===== src/rtl/alu_pkg.sv =====
// Shared constants for the ALU arbiter slice: opcodes, FSM state
// encoding and the bit positions of the packed flag vector.
package alu_pkg;

    localparam logic [2:0] OP_ADD = 3'b000;
    localparam logic [2:0] OP_SUB = 3'b001;
    localparam logic [2:0] OP_AND = 3'b010;
    localparam logic [2:0] OP_OR  = 3'b011;
    localparam logic [2:0] OP_XOR = 3'b100;
    localparam logic [2:0] OP_SHL = 3'b101;
    localparam logic [2:0] OP_SHR = 3'b110;

    typedef enum logic [1:0] {
        IDLE = 2'd0,
        EXEC = 2'd1,
        RESP = 2'd2
    } state_t;

    localparam int CARRY    = 3;
    localparam int BORROW   = 2;
    localparam int OVERFLOW = 1;
    localparam int ZERO     = 0;

endpackage


===== src/rtl/alu_8_bit.sv =====
// 8-bit combinational ALU. Ports: a, b, opcode in; out, carry,
// borrow, overflow, zero out. Logic ops clear carry/borrow/overflow.
module alu_8_bit
    import alu_pkg::*;
(
    input  logic [7:0] a,
    input  logic [7:0] b,
    input  logic [2:0] opcode,
    output logic [7:0] out,
    output logic       carry,
    output logic       borrow,
    output logic       overflow,
    output logic       zero
);

    logic [8:0] wide;

    always_comb begin
        out      = 8'h00;
        carry    = 1'b0;
        borrow   = 1'b0;
        overflow = 1'b0;
        wide     = 9'h000;
        case (opcode)
            OP_ADD: begin
                wide     = {1'b0, a} + {1'b0, b};
                out      = wide[7:0];
                carry    = wide[8];
                overflow = (a[7] == b[7]) && (out[7] != a[7]);
            end
            OP_SUB: begin
                wide     = {1'b0, a} - {1'b0, b};
                out      = wide[7:0];
                borrow   = wide[8];
                overflow = (a[7] != b[7]) && (out[7] != a[7]);
            end
            OP_AND: out = a & b;
            OP_OR:  out = a | b;
            OP_XOR: out = a ^ b;
            OP_SHL: out = a << b[2:0];
            OP_SHR: out = a >> b[2:0];
            default: out = a;
        endcase
    end

    assign zero = (out == 8'h00);

endmodule


===== src/rtl/alu_arbiter.sv =====
// Two-requester arbiter sharing one alu_8_bit: IDLE -> EXEC -> RESP.
// Ports: clk, rst, req0/1 {valid,ready,a,b,opcode}, resp {valid,ready,
// id,out,flags}, busy. ALU_ARB_ROUND_ROBIN_EN selects round-robin.
module alu_arbiter
    import alu_pkg::*;
(
    input  logic       clk,
    input  logic       rst,
    input  logic       req0_valid,
    output logic       req0_ready,
    input  logic [7:0] req0_a,
    input  logic [7:0] req0_b,
    input  logic [2:0] req0_opcode,
    input  logic       req1_valid,
    output logic       req1_ready,
    input  logic [7:0] req1_a,
    input  logic [7:0] req1_b,
    input  logic [2:0] req1_opcode,
    output logic       resp_valid,
    input  logic       resp_ready,
    output logic       resp_id,
    output logic [7:0] resp_out,
    output logic [3:0] resp_flags,
    output logic       busy
);

    state_t     state;
    logic [7:0] a_q;
    logic [7:0] b_q;
    logic [2:0] op_q;
    logic       id_q;
    logic       g0;
    logic       g1;
    logic       accept;

    logic [7:0] alu_out;
    logic       alu_c;
    logic       alu_b;
    logic       alu_v;
    logic       alu_z;
    logic [3:0] alu_flags;

`ifdef ALU_ARB_ROUND_ROBIN_EN
    logic last_grant;

    // On contention the requester that did not win last time goes.
    always_comb begin
        g0 = req0_valid && (!req1_valid || last_grant);
        g1 = req1_valid && (!req0_valid || !last_grant);
    end

    always_ff @(posedge clk or posedge rst) begin
        if (rst)
            last_grant <= 1'b1;
        else if (accept)
            last_grant <= req1_ready;
    end
`else
    always_comb begin
        g0 = req0_valid;
        g1 = req1_valid && !req0_valid;
    end
`endif

    assign req0_ready = (state == IDLE) && g0;
    assign req1_ready = (state == IDLE) && g1;
    assign accept     = req0_ready || req1_ready;
    assign resp_valid = (state == RESP);
    assign busy       = (state != IDLE);

    alu_8_bit u_alu (
        .a        (a_q),
        .b        (b_q),
        .opcode   (op_q),
        .out      (alu_out),
        .carry    (alu_c),
        .borrow   (alu_b),
        .overflow (alu_v),
        .zero     (alu_z)
    );

    always_comb begin
        alu_flags           = 4'h0;
        alu_flags[CARRY]    = alu_c;
        alu_flags[BORROW]   = alu_b;
        alu_flags[OVERFLOW] = alu_v;
        alu_flags[ZERO]     = alu_z;
    end

    always_ff @(posedge clk or posedge rst) begin
        if (rst) begin
            state      <= IDLE;
            a_q        <= 8'h00;
            b_q        <= 8'h00;
            op_q       <= 3'b000;
            id_q       <= 1'b0;
            resp_id    <= 1'b0;
            resp_out   <= 8'h00;
            resp_flags <= 4'h0;
        end else begin
            case (state)
                IDLE: begin
                    if (accept) begin
                        a_q   <= req1_ready ? req1_a : req0_a;
                        b_q   <= req1_ready ? req1_b : req0_b;
                        op_q  <= req1_ready ? req1_opcode : req0_opcode;
                        id_q  <= req1_ready;
                        state <= EXEC;
                    end
                end
                EXEC: begin
                    resp_out   <= alu_out;
                    resp_flags <= alu_flags;
                    resp_id    <= id_q;
                    state      <= RESP;
                end
                RESP: begin
                    if (resp_ready)
                        state <= IDLE;
                end
                default: state <= IDLE;
            endcase
        end
    end

endmodule


===== config.mk =====
export PLATFORM = sky130hd
export DESIGN_NAME = alu_arbiter
export DESIGN_NICKNAME = d
export VERILOG_FILES = /design/src/rtl/alu_pkg.sv /design/src/rtl/alu_8_bit.sv /design/src/rtl/alu_arbiter.sv
export SDC_FILE = /design/constraint.sdc
export NUM_CORES = 1
export LEC_CHECK = 0
export ABC_AREA = 1
export ABC_CLOCK_PERIOD_IN_PS = 2000
export CAP_MARGIN = 20
export CORE_ASPECT_RATIO = 0.9
export CORE_MARGIN = 5
export CORE_UTILIZATION = 48
export CTS_CLUSTER_DIAMETER = 150
export DETAILED_ROUTE_END_ITERATION = 7
export MAX_ROUTING_LAYER = met4
export PLACE_DENSITY = 0.81
export SETUP_SLACK_MARGIN = 0.02
export SLEW_MARGIN = 40
export SYNTH_ARGS = -nofsm -noshare
export SYNTH_HDL_FRONTEND = slang
export SYNTH_SLANG_ARGS = --single-unit

===== constraint.sdc =====
create_clock -name clk -period 2 [get_ports clk]
set_input_delay 0.2 -clock clk [delete_from_list [all_inputs] [get_ports clk]]
set_output_delay 0.2 -clock clk [all_outputs]
set_load 0.01 [all_outputs]

== Word level (Yosys, flattened, before mapping) ==
Index checks and enable logic that the tools add are counted.

* Input bits: 43
* Flip-flop bits (word level): 35
* Output and inout port bits: 17
* Word-level logic and storage cells: 52

* Equal/unequal tests: 14
* Bitwise logic cells: 3
* Add/subtract/negate cells: 2
* Muxes and demuxes: 10
* Reductions and logical operators: 13
* Shift operators: 2

{| class="wikitable"
|+ Operators by type and width
! operator !! count
|-
| case mux 8 bit (7 select lines) || 1
|-
| two-way mux 8 bit || 2
|-
| adder 8 x 8 -> 9 bit || 1
|-
| equality test 3 bit (second input constant) || 3
|-
| subtractor 8 x 8 -> 9 bit || 1
|-
| bitwise AND 8 bit || 1
|-
| zero test 8 bit || 1
|-
| bitwise OR 8 bit || 1
|-
| << shifter 8 x 3 -> 8 bit || 1
|-
| right shift 8 x 3 -> 8 bit || 1
|-
| bitwise XOR 8 bit || 1
|-
| equality test 3 x 2 -> 1 bit (second input constant) || 2
|-
| case mux 2 bit (3 select lines) || 1
|-
| logical AND 1 bit || 5
|-
| two-way mux 2 bit || 2
|-
| AND reduction 2 bit || 2
|-
| equality test 3 x 1 -> 1 bit (second input constant) || 1
|-
| zero test 3 bit || 1
|-
| two-way mux 3 bit || 1
|-
| != test 1 bit || 3
|-
| equality test 2 x 1 -> 1 bit (second input constant) || 1
|-
| equality test 2 bit (second input constant) || 1
|-
| zero test 2 bit || 1
|-
| two-way mux 1 bit || 2
|-
| 7 further kinds || 7
|}

== Longest topological paths before layout ==
Gate-level depths: netlist of run 1.

* Word-level depth: 6
* Gate-level depth with buffers: 17
* Gate-level depth less buffers: 16

== Cells and area by module ==
A second synthesis of run 1 with hierarchy kept.

* Cells, all modules: 613
* Area total of the unflattened synthesis: 3643.5 um^2

{| class="wikitable"
|+ By module, submodules not included
! module !! times used !! sequential area each (um^2) !! cells each !! area an instance (um^2)
|-
| alu_8_bit || 1 || 0.0 || 375 || 1888.1
|-
| alu_arbiter || 1 || 875.8 || 238 || 1755.4
|}

== Worst setup path after synthesis of run 1 ==
No wires, ideal clock.

* Kind: register -> register
* From: register a_q[0]
* To: register resp_flags[0]
* Slack: 0.016 ns
* Arrival time: 1.867 ns
* Cell stages (with the launch flop): 16
* Clock period less this slack: 1.984 ns
* Buffers on the path: 0
* Data required time: 1.883 ns
* Cell sequence: dfrtp_1 inv_1 ha_1 fa_1 inv_1 nand2_1 nand2_1 nand2_1 nor2_1 nor2_1 nand2_1 nand3_1 o211ai_1 nand2_1 nand3_1 nand2_1

* Word-level cells in the longest chain between the ends: 3
* Elaborated cells between the ends (all ways): 9
* Classes of those cells: add/sub (2); shift (2); mux (1); bitwise (3); reduce/logical (1)

{| class="wikitable"
|+ Ends and longest elaborated chain
! element !! line !! RTL
|-
| start: declaration || alu_arbiter.sv:28 || <nowiki>logic [7:0] a_q;</nowiki>
|-
| start signal: assignment || alu_arbiter.sv:104 || <nowiki>a_q <= req1_ready ? req1_a : req0_a;</nowiki>
|-
| subtractor 8 x 8 -> 9 bit (tied with other cells) || alu_8_bit.sv:32 || <nowiki>wide = {1'b0, a} - {1'b0, b};</nowiki>
|-
| case mux 8 bit (7 select lines) * || alu_8_bit.sv:24 || <nowiki>case (opcode)</nowiki>
|-
| zero test 8 bit * || alu_8_bit.sv:46 || <nowiki>assign zero = (out == 8'h00);</nowiki>
|-
| end signal: assignment || alu_arbiter.sv:113 || <nowiki>resp_flags <= alu_flags;</nowiki>
|-
| end: declaration || alu_arbiter.sv:23 || <nowiki>output logic [3:0] resp_flags,</nowiki>
|}

Every way passes the cells marked *; elsewhere a longest branch is shown, timed or not.
A chain may end at the register's enable or synchronous reset.

== Worst setup path after layout of run 1 ==
* From: register b_q[0]
* To: register resp_flags[0]

* Word-level cells in the longest chain between the ends: 3
* Elaborated cells between the ends (all ways): 9
* Classes of those cells: add/sub (2); shift (2); mux (1); bitwise (3); reduce/logical (1)

{| class="wikitable"
|+ Ends and longest elaborated chain
! element !! line !! RTL
|-
| start: declaration || alu_arbiter.sv:29 || <nowiki>logic [7:0] b_q;</nowiki>
|-
| start signal: assignment || alu_arbiter.sv:105 || <nowiki>b_q <= req1_ready ? req1_b : req0_b;</nowiki>
|-
| subtractor 8 x 8 -> 9 bit (tied with other cells) || alu_8_bit.sv:32 ||
|-
| case mux 8 bit (7 select lines) * || alu_8_bit.sv:24 ||
|-
| zero test 8 bit * || alu_8_bit.sv:46 ||
|}

Marks and branches as above.

==> impl_metrics.toml, run 1 <==
[power]
leakagePower_nw = 2.12
p_per_area_nw_per_um2 = 1970
pwr-share-clk_pct = 6.5
sw_frac_of_total_pct = 53.5
finalPower_w = 0.00868
peakVddDrop_uv = 1040
power_frac_comb_pct = 77.5
p_int_w = 0.00404
power_switching_w = 0.00464
p_seq_share_pct = 16.0

[clock_tree]
clock-sinks = 35
cts_buffer_depth = 2
clockRootBuffer = "clkbuf_8"
cts_made_buffers = 5
htree_levels = 2
cts_hold_buf = 0
insertion_delay_ns = 0.29
path_clk_slew_ns = 0.08
cts_tree = "built"

[sta]
hold_violations = 0
fmax_mhz = 490
rsz0062_at_grt = "yes"
fin_crit_ns = 2.04
setup_ws_ns = -0.0410
setup_viol = 1
drv_slew = 0
clock_skew_ns = 0.00796
fin_crit_sh_pct = 102
worst_slew_pin_slew_ns = 0.548
max_slew_margin_pct = 63.4
tns_ns = -0.0410

[worst_setup_path]
crit_slowest_cell = "dfrtp_1"
start_kind = "flip-flop"
cp_max_fo = 3
regToRegEndpoint = "resp_flags[0]"
crit_buf_inv = 0
cpMostUsedCell = "nand3_1"
end_kind = "flip-flop"
worstReg2RegStart = "b_q[0]"
crit_start = "b_q[0]"
crit_type = "flip-flop to flip-flop"
critical-path-max-stage-delay_ns = 0.43
crit_arrival_ns = 2.27
crit_family = "simple AND/OR/NAND/NOR gates"
cp_data_required_time_ns = 2.23
rr_worst_depth = 12
reg2reg_slack_ns = -0.04
crit_chain = "ha_2 > fa_2 > or2_2 > nand3_2 > nand3_1 > nor2_1 > nand2_1 > nand2_2 > nand3_1 > nor2_1 > nand3_1 > nand2_1"

[global_route]
grt_pass1_vias = 3408
grt_overflow_total = 0
grt_pass1_wl_um = 17300
antenna_found_initial = 0
grt_usage_pct = 26.2
grt_max_degree = 40

[final_layout]
syn_to_final_growth_pct = 34.3
n_antenna_cell = 0
fin_nets = 656
fill_cells = 592
multiInputGateArea_um2 = 2170
ff_latch_area_um2 = 877
drive_gt1_share_pct = 17.9

[synthesis]
synthesis.nets = 569
synth-seq-cells = 35
synth_warnings = 0
seq_area_frac_synth_pct = 26.7
synth_cells = 499
synth_edf_count = 0
syn_area_per_cell_um2 = 6.57
ys_types = 39
synth_area_um2 = 3280
synth-async-reset-ratio_pct = 100
synthFlopType = "dfrtp_1"

[route]
viasPerCell = 5.34
dr.pass1.iters = 6
vias = 3617
drtAntennaViolNets = 0
dr.first_iter.drc_count = 278
avgRoutedWirePerCell_um = 15.8
drcViolationCount = 0
routed_wl_um = 10700

[placed_design]
hpwl_um = 8770
port_buffers = 59
dp_slack_ns = -0.113
gp_congestion = 0.958

[floorplanning]
fp.dieH_um = 88.4
ios = 60
start_util_pct = 49.5
num_rows = 28
die_w_um = 97.1
core_area_um2 = 6620
dieArea_um2 = 8580

[hold_path]
min_path_type = "input pin to asynchronous set/reset pin"

[run_status]
violations = "setup timing"
status = "complete, but fails checks"

[flow_run]
drv_cap = 0
## metrics by stage
step	area [µm²]	std cells	util, %	hold slack, ns
after detailed placement	4140	665	62.6	0.472
after CTS	4340	676	65.5	0.315
after floorplan	3280	499	-	0.307
final	4400	677	66.5	0.307
after global routing	4400	677	66.5	0.351
after global placement	4140	665	62.6	0.468
## worst max path at each step
stage / to / depth (start not counted) / slack [ns]
floorplan: resp_flags[0] / 12 / 0.03
global placement: resp_flags[0] / 13 / -0.11
detailed placement: resp_flags[0] / 15 / -0.11
CTS: resp_flags[0] / 12 / -0.00002
global route: resp_flags[0] / 14 / -0.21
finish: resp_flags[0] / 12 / -0.04
## power by group through the flow
stage	Combinational (W)	Sequential, W	Clock (W)
2_1_floorplan	0.00395	0.00138	0
3_5_place_dp	0.00606	0.00139	0
4_1_cts	0.00640	0.00138	0.000571
5_1_grt	0.00733	0.00144	0.000608
6_report	0.00672	0.00139	0.000560
3_3_place_gp	0.00599	0.00137	0
## state kept, by name (all words and copies together), names as in the netlist
signal      count
b_q             8
resp_flags      4
state           2
a_q             8
resp_id         1
op_q            3
resp_out        8
id_q            1
## worst min-delay path: stages
cell and delay [ns]:
clkdlybuf4s50_1 0.40, inv_1 0.05, buf_4 0.38
## cell families (layout without fill, tap and decap cells)
family,after synthesis,count (layout),synth area share (%)
AOI/OAI and AO/OA,74,74,12.8
xor gates and xnor gates,2,2,0.535
adders and majority gates,27,27,10.8
buffers and inverters,79,167,11.0
DFF,35,35,26.7
and+or+nand+nor,282,282,38.2
## layer usage
layer  track usage, %  wire, µm  vias to the layer above
li1                 -         -                     1806
met3             3.15       648                       16
met1             37.2      5230                     1646
met4             5.74       155                        0
met2             40.4      4630                      149
met5                -         0                        -
## cell usage after synthesis, types with 2 or more instances
cell type	count	area (µm²)
nand2_1	125	469
nand3_1	66	330
nor2_1	64	240
inv_1	48	180
dfrtp_1	35	876
o21ai_0	33	165
ha_1	25	313
o22ai_1	19	119
a21oi_1	9	45.0
inv_2	9	33.8
clkbuf_1	8	30.0
buf_6	6	67.6
nand4_1	5	31.3
buf_2	4	20.0
nand3_2	4	40.0
o21ai_1	4	20.0
nand3b_1	3	22.5
o211ai_1	3	22.5
buf_4	2	15.0
fa_1	2	40.0
nand2_2	2	12.5
nor2_2	2	12.5
nor3_1	2	10.0
o21bai_1	2	15.0
or2_2	2	12.5
xor2_1	2	17.5
## layout make-up
class,instances,area share [%]
tap,90,2.56
inverter,59,5.20
clock inverter,2,0.370
multi-input combinational,385,49.3
timing repair buffer,100,20.8
clock buffer,6,1.88
sequential,35,19.9
## placed cells by master, fill, tap and decap left out, drive strengths merged, types with 2 or more instances in the layout
cell | netlist | layout
nand3 | 70 | 70
fa | 2 | 2
o21bai | 2 | 2
o22ai | 19 | 19
nand4 | 5 | 5
dfrtp | 35 | 35
inv | 59 | 59
ha | 25 | 25
buf | 12 | 41
nand2 | 128 | 128
clkdlybuf4s50 | 0 | 59
o211ai | 3 | 3
nor2 | 67 | 67
o21ai | 38 | 38
xor2 | 2 | 2
a21oi | 10 | 10
nand3b | 3 | 3
nor3 | 4 | 4
or2 | 4 | 4
clkbuf | 8 | 6
## what timing repair did
action | in CTS | in global routing
endpoints found under the setup margin | 7 | 9
hold endpoints to repair | 0 | 0
buffers inserted | 3 | 1
gates cloned | 0 | 0
pin swaps | 8 | 7
resized for setup | 24 | 11
Power figures use the tool's default switching activity.
==> run 2, diff against run 1 <==
CAP_MARGIN = not set   (was 20)
==> results of run 2 <==
Final layout, timing and power as in run 1 (identical DEF).
==> run 3, diff against run 2 <==
GPL_ROUTABILITY_DRIVEN = 0   (was not set)
==> run 3 against run 2 <==
  * The flow still finishes with violations (setup timing)
  * Critical path depth is 1 lower
  * Routed wire length decreased by 3.0%
  * Cell count down 1.0%
  * Utilization down 0.42 points
==> impl_metrics.toml, run 3 (synthesis gave the netlist of run 1 again) <==
[worst_setup_path]
crit_chain = "ha_4 > fa_2 > buf_6 > nand3_4 > nand2_4 > a21oi_2 > nor2_1 > o211ai_1 > nand2_1 > nand3_1 > nand2_1"
start_kind = "flip-flop"
cp_data_required_time_ns = 2.19
cpMostUsedCell = "nand2_1"
regToRegEndpoint = "resp_flags[0]"
cp_max_fo = 3
rr_worst_depth = 11
end_kind = "flip-flop"
crit_type = "flip-flop to flip-flop"
crit_slowest_cell = "dfrtp_2"
crit_arrival_ns = 2.23
reg2reg_slack_ns = -0.04
worstReg2RegStart = "b_q[0]"
critical-path-max-stage-delay_ns = 0.45

[global_route]
grt_pass1_wl_um = 16200
antenna_found_initial = 0
grt_max_degree = 40
grt_overflow_total = 0
grt_usage_pct = 24.1
grt_pass1_vias = 3466

[floorplanning]
core_area_um2 = 6620
num_rows = 28
start_util_pct = 49.5
ios = 60
dieArea_um2 = 8580
die_w_um = 97.1
fp.dieH_um = 88.4

[route]
wl_met2_um = 4510
dr.first_iter.drc_count = 494
drtAntennaViolNets = 0
vias = 3742
wl_met3_um = 1170
routed_wl_um = 10300
highest-signal-layer = "met4"
drcViolationCount = 0
wl_met1_um = 4270
avgRoutedWirePerCell_um = 15.4
viasPerCell = 5.59
dr.pass1.iters = 6

[sta]
max_slew_margin_pct = 62.8
hold_violations = 0
fmax_mhz = 491
drv_slew = 0
rsz0062_at_grt = "yes"
clock_skew_ns = 0.0144
setup_viol = 1
setup_ws_ns = -0.0361
worst_slew_pin_slew_ns = 0.558
fin_crit_ns = 2.04
fin_crit_sh_pct = 102

[final_layout]
n_antenna_cell = 0
fin_util_pct = 66.1
syn_to_final_growth_pct = 33.5
fill_cells = 523
top_regs = "a_q: 8 flops, b_q: 8 flops, resp_out: 8 flops"
fin_nets = 649
layout_commonest_cell = "nand2_1"
final_cell_mix = "117 x nand2_1, 63 x nor2_1, 62 x nand3_1"
drive_gt1_share_pct = 17.6

[power]
p_seq_share_pct = 16.2
finalPower_w = 0.00866
power_frac_comb_pct = 78.1
power_switching_w = 0.00471
p_per_area_nw_per_um2 = 1980
sw_frac_of_total_pct = 54.4
pwr-share-clk_pct = 5.7
peakVddDrop_uv = 1040
leakagePower_nw = 2.09
p_int_w = 0.00395

[clock_tree]
clockRootBuffer = "clkbuf_8"
insertion_delay_ns = 0.29
clock-sinks = 35
path_clk_slew_ns = 0.08
cts_made_buffers = 5
htree_levels = 2
cts_tree = "built"
cts_buffer_depth = 2

[run_status]
status = "complete, but fails checks"
violations = "setup timing"

[hold_path]
min_path_type = "input pin to asynchronous set/reset pin"

[flow_run]
drv_cap = 0

[placed_design]
port_buffers = 59
hpwl_um = 8100
## run 3: layer usage
layer  track usage, %  up-vias
met4             7.91        0
met5                -        -
met2             37.0      247
met1             32.1     1661
met3             5.20       48
li1                 -     1786
## run 3: power groups by stage
| stage | clock network [W] | logic (W) | registers, W |
|---|---|---|---|
| 2_1_floorplan | 0 | 0.00395 | 0.00138 |
| 3_5_place_dp | 0 | 0.00588 | 0.00139 |
| 3_3_place_gp | 0 | 0.00566 | 0.00137 |
| 4_1_cts | 0.000493 | 0.00610 | 0.00139 |
| 5_1_grt | 0.000534 | 0.00733 | 0.00146 |
| 6_report | 0.000493 | 0.00676 | 0.00141 |
## run 3: critical path: cells and delay by family (launching register included)
family | cells | cell delay (ns)
adders and majority gates | 2 | 0.54
and+or+nand+nor | 6 | 0.48
DFF | 1 | 0.45
AOI/OAI and AO/OA | 2 | 0.33
buffers and inverters | 1 | 0.14
## run 3: worst max path at each step
stage           start       endpoint  slack, ns  cells after the start
5_1_grt        a_q[0]  resp_flags[0]      -0.13                     15
3_3_place_gp   a_q[0]  resp_flags[0]      -0.05                     12
6_report       b_q[0]  resp_flags[0]      -0.04                     11
3_5_place_dp   a_q[0]  resp_flags[0]      -0.12                     12
4_1_cts        a_q[0]  resp_flags[0]      -0.01                     15
2_1_floorplan  a_q[0]  resp_flags[0]       0.03                     12
## run 3: what timing repair did
| item | 4_1_cts | 5_1_grt |
|---|---|---|
| pin swaps | 7 | 18 |
| hold buffers | 0 | 0 |
| resized for setup | 15 | 31 |
| setup endpoints to repair | 4 | 11 |
| setup buffers | 1 | 0 |
## run 3: metrics by stage
stage	instance area [µm²]	setup TNS [ns]	hold slack (ns)	instances	setup WS, ns
after detailed placement	4110	-0.273	0.472	661	-0.117
final	4370	-0.0361	0.293	670	-0.0361
after global placement	4110	-0.0696	0.472	661	-0.0513
after floorplan	3280	0	0.307	499	0.0315
after CTS	4240	-0.0171	0.306	670	-0.0118
after global routing	4370	-0.408	0.363	670	-0.133
## run 3: final cells by class
type                       count  area [µm²]  area share (%)
clock buffer                   6        72.6            1.66
clock inverter                 2        12.5           0.286
inverter                      59         229            5.23
multi-input combinational    385        2210            50.4
sequential                    35         880            20.1
tap                           90         113            2.57
timing repair buffer          93         862            19.7
